<file path="config.mk">
export PLATFORM = sky130hd
export DESIGN_NAME = alu_operand_stage
export DESIGN_NICKNAME = d
export VERILOG_FILES = /design/src/rtl/alu_operand_stage.sv
export SDC_FILE = /design/constraint.sdc
export NUM_CORES = 1
export LEC_CHECK = 0
export CAP_MARGIN = 20
export CORE_ASPECT_RATIO = 1.25
export CORE_MARGIN = 2
export CORE_UTILIZATION = 40
export CTS_CLUSTER_SIZE = 12
export DETAILED_ROUTE_END_ITERATION = 8
export GPL_ROUTABILITY_DRIVEN = 0
export GPL_TIMING_DRIVEN = 0
export HOLD_SLACK_MARGIN = 0.03
export PLACE_DENSITY = 0.86
export SLEW_MARGIN = 0
export SYNTH_ARGS = -nofsm -noshare
export SYNTH_HDL_FRONTEND = slang
export SYNTH_SLANG_ARGS = --single-unit
</file>
<file path="constraint.sdc">
create_clock -name clk -period 1.65 [get_ports clk]
set_input_delay 0.33 -clock clk [delete_from_list [all_inputs] [get_ports clk]]
set_output_delay 0.33 -clock clk [all_outputs]
set_load 0.005 [all_outputs]
</file>
<file path="src/rtl/alu_operand_stage.sv">
// alu_operand_stage: forwarded ALU operand select feeding a 2-entry valid/ready skid buffer
module alu_operand_stage #(
  parameter int DATA_W   = 8,
  parameter int INSTR_W  = 16,
  parameter int REG_AW   = 3,
  parameter int OFFS_LSB = 8,
  parameter int OFFS_W   = 5,
  parameter int SHAMT_W  = 3
) (
  input  logic               clk,
  input  logic               rst,
  input  logic               in_valid,
  output logic               in_ready,
  input  logic [1:0]         alu_src,
  input  logic [INSTR_W-1:0] instr,
  input  logic [REG_AW-1:0]  rs1_addr,
  input  logic [REG_AW-1:0]  rs2_addr,
  input  logic [DATA_W-1:0]  read_data1,
  input  logic [DATA_W-1:0]  read_data2,
  input  logic [DATA_W-1:0]  read_data_accbuf,
  input  logic               fwd_valid,
  input  logic [REG_AW-1:0]  fwd_addr,
  input  logic [DATA_W-1:0]  fwd_data,
  output logic               out_valid,
  input  logic               out_ready,
  output logic [DATA_W-1:0]  alu_input1,
  output logic [DATA_W-1:0]  alu_input2,
  output logic [1:0]         out_src
);
  logic [1:0]        count;
  logic [DATA_W-1:0] r1, r2, new_a, new_b, skid_a, skid_b;
  logic [1:0]        skid_src;
  logic              accept, consume;
  assign in_ready = count != 2'd2;
  assign out_valid = count != 2'd0;
  assign accept = in_valid && in_ready;
  assign consume = out_valid && out_ready;
  always_comb begin
    r1 = (fwd_valid && fwd_addr == rs1_addr) ? fwd_data : read_data1;
    r2 = (fwd_valid && fwd_addr == rs2_addr) ? fwd_data : read_data2;
    new_a = alu_src == 2'b01 ? read_data_accbuf : alu_src == 2'b11 ? r2 : r1;
    new_b = alu_src == 2'b00 ? r2 :
            alu_src == 2'b01 ? DATA_W'(instr[SHAMT_W-1:0]) :
            alu_src == 2'b10 ? instr[INSTR_W-1 -: DATA_W] :
            DATA_W'($signed(instr[OFFS_LSB+OFFS_W-1:OFFS_LSB]));
  end
  // head refills from skid when full, otherwise from the new request when empty or draining
  always_ff @(posedge clk or posedge rst) begin
    if (rst) begin
      count      <= '0;
      alu_input1 <= '0;
      alu_input2 <= '0;
      out_src    <= '0;
      skid_a     <= '0;
      skid_b     <= '0;
      skid_src   <= '0;
    end else begin
      if (consume && count == 2'd2) begin
        alu_input1 <= skid_a;
        alu_input2 <= skid_b;
        out_src    <= skid_src;
      end else if (accept && (count == 2'd0 || consume)) begin
        alu_input1 <= new_a;
        alu_input2 <= new_b;
        out_src    <= alu_src;
      end
      if (accept && count == 2'd1 && !consume) begin
        skid_a   <= new_a;
        skid_b   <= new_b;
        skid_src <= alu_src;
      end
      count <= count + 2'(accept) - 2'(consume);
    end
  end
endmodule

</file>
==> impl_metrics.tcl, run 1 <==
set metrics [dict create \
    status "finished with violations" \
    violations "setup timing" \
    routedWlPerCell_microns 17.5 \
    seq_area_sq_um 951 \
    clockBufferDepth 2 \
    synth_warnings 0 \
    placed_area_sq_um 3010 \
    synth_top_area_cell "dfrtp_1" \
    holdWs_ns 0.487 \
    vias_per_cell 5.81 \
    grt-ovfl-total 0 \
    netlist_top_cells_count "dfrtp_1 (38), nand2_1 (27), nor2_1 (18), a31oi_1 (15)" \
    fin_ws_ns -0.0692 \
    port_buffers 76 \
    postSynthCellCount 226 \
    die_w_microns 69.8 \
    worst-setup-path-type "flop to flop" \
    drtPass1Iterations 5 \
    synth.avg_cell_area_sq_um 9.59 \
    drive_gt1_share_pct 25.8 \
    io_pins 84 \
    cts_tree "yes" \
    n_antenna_cell 0 \
    worst_ep_required_time_ns 1.82 \
    cts.clk_slew.worst_paths_ns 0.08 \
    min_period_over_period_pct 104 \
    cts_hold_buf 0 \
    tns_ns -0.173 \
    core_sq_um 5150 \
    async_flop_share_pct 100 \
    synth_edf_count 0 \
    cts_buffers 5 \
    critPathArrivalTime_ns 1.88 \
    rsz0062_at_grt "yes" \
    stdcell_count 380 \
    synth_fp_nets 292 \
    grt_max_degree 39 \
    final_util_pct 66.5 \
    synth_area_leaders "dfrtp_1 (44%), mux2_2 (5.2%), nand2_1 (4.7%)" \
    fmax_mhz 582 \
    yosysMostFrequentCell "dfrtp_1" \
    leakage_uw 0.00136 \
    synthFlopType "dfrtp_1" \
    max-vdd-ir-drop_uv 503 \
    final_area_sq_um 3430 \
    worstSkewPairLatency_ns 0.30 \
    drv_cap 0 \
    p_per_area_nw_per_um2 1400 \
    ant_nets 0 \
    placedCellCount 364 \
    htreeDepth 2 \
    hpwl_mm 4.55 \
    hold_viol 0 \
    row_count 29 \
    nets 383 \
    cts_root_buf "clkbuf_8" \
    cp-start-kind "flop" \
    via_count 2207 \
    dieArea_sq_um 6030 \
    worstMarginPinSlew_ns 0.797 \
    fillers 385 \
    start_util_pct 42.1 \
    synth_top_area_share_pct 43.9 \
    cp_max_fo 5 \
    grt_pass1_vias 2244 \
    drc 0 \
    die_y_microns 86.3 \
    period_needed_ns 1.72 \
    ys_seq_area_share_pct 43.9 \
    ys_ff_latch 38 \
    cts_sinks 38 \
    grt_usage_pct 22.0 \
    multi_input_area_sq_um 1360 \
    drt-initial-drc-count 228 \
    grt_pass1_wl_mm 10.6 \
    antenna_found_initial 0 \
    netlist_area_sq_um 2170 \
    maxSlewHeadroom_pct 46.8 \
    endpoint_kind "flop" \
    clock_skew_ns 0.00760 \
    slew_viol_final 0 \
    routed_wl_mm 6.66 \
    area_delta_synth_final_pct 58.1 \
    worstHoldPathType "flop to flop" \
    ys_types 39 \
    setup_viol 8 \
]
-- layer usage --
layer,GRT usage [%],routed length (microns),vias to the layer above
met1,27.8,2600,1078
met3,5.00,460,12
met4,6.47,144,0
li1,-,-,1016
met5,0,0,-
met2,38.0,3450,101
-- worst max-delay path, stage by stage (launching register included) --
cell and delay, ns:
dfrtp_1 0.43, and2b_2 0.25, o21a_1 0.23, or2_4 0.29
clkbuf_16 0.17, o22ai_2 0.15, a31oi_1 0.07
-- cell type report --
cell class / instances / area share (%)
repair buffers: 86 / 24.7
well taps: 62 / 2.26
clock buffers: 7 / 2.52
inverters: 4 / 0.438
plain buffers: 13 / 2.63
flip-flops and latches: 38 / 27.7
clock inverters: 1 / 0.146
multi-input cells: 169 / 39.5
-- placed cells by master, fill, tap and decap left out, types with 5 or more instances in the layout --
cell type,n
a221oi_1,6
nand2b_1,6
o22ai_2,11
buf_4,8
a22oi_1,5
clkdlybuf4s50_1,64
clkbuf_8,6
nor2_1,17
a31oi_1,14
clkbuf_1,5
a21oi_1,12
dfrtp_1,38
mux2_2,8
nand2_1,25
dlygate4sd2_1,10
o21ai_0,5
-- stage by stage --
step	worst slack (ns)	power, uW
3_3_place_gp	-0.586	3510
5_1_grt	-0.140	5100
6_report	-0.0692	4800
3_5_place_dp	-0.615	3580
2_1_floorplan	0.00809	2650
4_1_cts	-0.0134	4480
-- power by group --
group          total (uW)  switching, uW  internal, uW
combinational        2400           1010          1390
sequential           1730            327          1400
clock                 677            340           337
-- path summary, 6_finish.rpt --
kind,slack (ns),end,cells after the start,start
max reg2reg,-0.07,alu_input2[4],6,count[1]
max,-0.07,alu_input2[4],6,count[1]
min in group asynchronous,0.51,out_src[0],2,rst
max in group asynchronous,0.64,skid_a[6],2,rst
min,0.49,skid_src[1],2,skid_src[1]
min reg2reg,0.49,skid_src[1],2,skid_src[1]
-- sequential cells by signal (all words and copies together) (netlist names) --
signal	count
skid_src	2
alu_input2	8
skid_a	8
out_src	2
skid_b	8
alu_input1	8
count	2
-- logic make-up after synthesis --
kind of cell,synth area share [%]
buffers and inverters,3.64
muxes,7.74
AOI/OAI and AO/OA,24.2
DFF,43.9
and+or+nand+nor,16.1
xor gates and xnor gates,3.23
adders and majority gates,1.15
-- what timing repair did --
item	4_1_cts	5_1_grt
gates cloned	0	1
gates resized for setup	46	33
setup buffers	6	3
endpoints found under the setup margin	37	27
pin swaps	15	10
Note: power is estimated with default switching activity, not from simulation.
==> run 2: changes to the inputs <==
CORE_UTILIZATION = 25   (was 40)
PLACE_DENSITY = 0.51   (was 0.86)
==> run 2 against run 1 <==
Largest power group unchanged. Critical endpoint is now alu_input2[3]. Global-route usage is 7.0 points lower. Non-clock buffer count up 1. Setup slack better by 0.073 ns. Clock power decreased by 1%. Critical path depth unchanged. The flow now finishes without violations. Sequential power decreased by 2%. Sequential share of layout area increased by 0.10 points.
==> impl_metrics.tcl, run 2 (same netlist as run 1, synthesis figures left out) <==
set metrics [dict create \
    row_count 38 \
    grt_pass1_vias 2181 \
    endpoint_kind "flop" \
    core_sq_um 8560 \
    max-vdd-ir-drop_uv 430 \
    grt-ovfl-total 0 \
    cts.clk_slew.worst_paths_ns 0.08 \
    status "complete, no violations" \
    area_delta_synth_final_pct 57.6 \
    fin_ws_ns 0.00372 \
    final_util_pct 39.9 \
    cts_root_buf "clkbuf_8" \
    cts_tree "yes" \
    cp_max_fo 10 \
    leakage_uw 0.00136 \
    start_util_pct 25.3 \
    final_cell_mix "clkdlybuf4s50_1 (63), dfrtp_1 (38), nand2_1 (24), nor2_1 (17), a31oi_1 (15)" \
    cp-start-kind "flop" \
    min_period_over_period_pct 99.8 \
    cts_hold_buf 0 \
    grt_pass1_wl_mm 10.8 \
    htreeDepth 2 \
    maxSlewHeadroom_pct 45.0 \
    p_per_area_nw_per_um2 1380 \
    port_buffers 76 \
    hpwl_mm 5.09 \
    tns_ns 0 \
    drc 0 \
    via_count 2126 \
    placedCellCount 402 \
    drtPass1Iterations 4 \
    place_ws_ns -0.614 \
    holdWs_ns 0.485 \
    cts_buffers 5 \
    die_y_microns 108 \
    period_needed_ns 1.65 \
    fmax_mhz 607 \
    routed_wl_mm 6.99 \
    clock_skew_ns 0.00657 \
    clockBufferDepth 2 \
    worstSkewPairLatency_ns 0.29 \
    mostFrequentLayoutCell "clkdlybuf4s50_1" \
    worstMarginPinSlew_ns 0.823 \
    ant_nets 0 \
    worst-setup-path-type "flop to flop" \
    setup_viol 0 \
    worstHoldPathType "flop to flop" \
    drv_cap 0 \
    hold_viol 0 \
    grt_max_degree 39 \
    cts_sinks 38 \
    worst_ep_required_time_ns 1.83 \
    slew_viol_final 0 \
    nets 384 \
    antenna_found_initial 0 \
    drive_gt1_share_pct 24.8 \
    vias_per_cell 5.07 \
    io_pins 84 \
    critPathArrivalTime_ns 1.83 \
    routedWlPerCell_microns 16.7 \
    die_w_microns 87.3 \
    rsz0062_at_grt "yes" \
    grt_usage_pct 15.0 \
    n_antenna_cell 0 \
    drt-initial-drc-count 112 \
    stdcell_count 419 \
    dieArea_sq_um 9430 \
]
run 2: worst paths after layout:
path,startpoint,end,slack (ns),depth (start not counted)
min in group asynchronous,rst,alu_input2[1],0.52,2
max in group asynchronous,rst,skid_a[7],0.60,2
hold reg to reg,skid_a[7],skid_a[7],0.49,2
hold / removal,skid_a[7],skid_a[7],0.49,2
setup reg to reg,count[0],alu_input2[3],0.004,6
setup / recovery,count[0],alu_input2[3],0.004,6
run 2: through the flow:
step                cell area (sq um)  power [uW]
floorplan                        2170        2650
global placement                 3060        3590
detailed placement               3060        3630
CTS                              3270        4480
global route                     3410        5040
finish                           3410        4700
run 2: cell type report:
class	count	area, sq um
clock buffer	7	86.3
fill	906	5140
multi-input combinational	169	1320
buffer	13	92.6
clock inverter	1	5.00
inverter	4	15.0
tap	100	125
timing repair buffer	87	822
sequential	38	951
run 2: timing repair:
item,in CTS,in global routing
gates resized for setup,39,44
buffers inserted,6,5
pin swaps,11,13
endpoints found under the setup margin,37,26
run 2: layer usage:
metal,vias to the layer above,wire [microns],global-route usage (%)
met5,-,0,0
met4,0,153,5.49
met3,10,383,3.28
met2,79,3350,24.8
met1,1021,3100,19.0
li1,1016,-,-
run 2: critical path, cell delays in order (launching register included):
cell	delay (ns)
dfrtp_1	0.39
and2b_2	0.26
o21a_1	0.21
or2_4	0.29
buf_12	0.16
o22ai_1	0.17
a31oi_1	0.06
run 2: where the power goes:
group	switching [uW]	total [uW]	internal, uW	leakage [uW]
Sequential	296	1690	1400	0.000450
Combinational	995	2340	1340	0.000860
Clock	331	669	337	0.0000482
Total	1620	4700	3080	0.00136
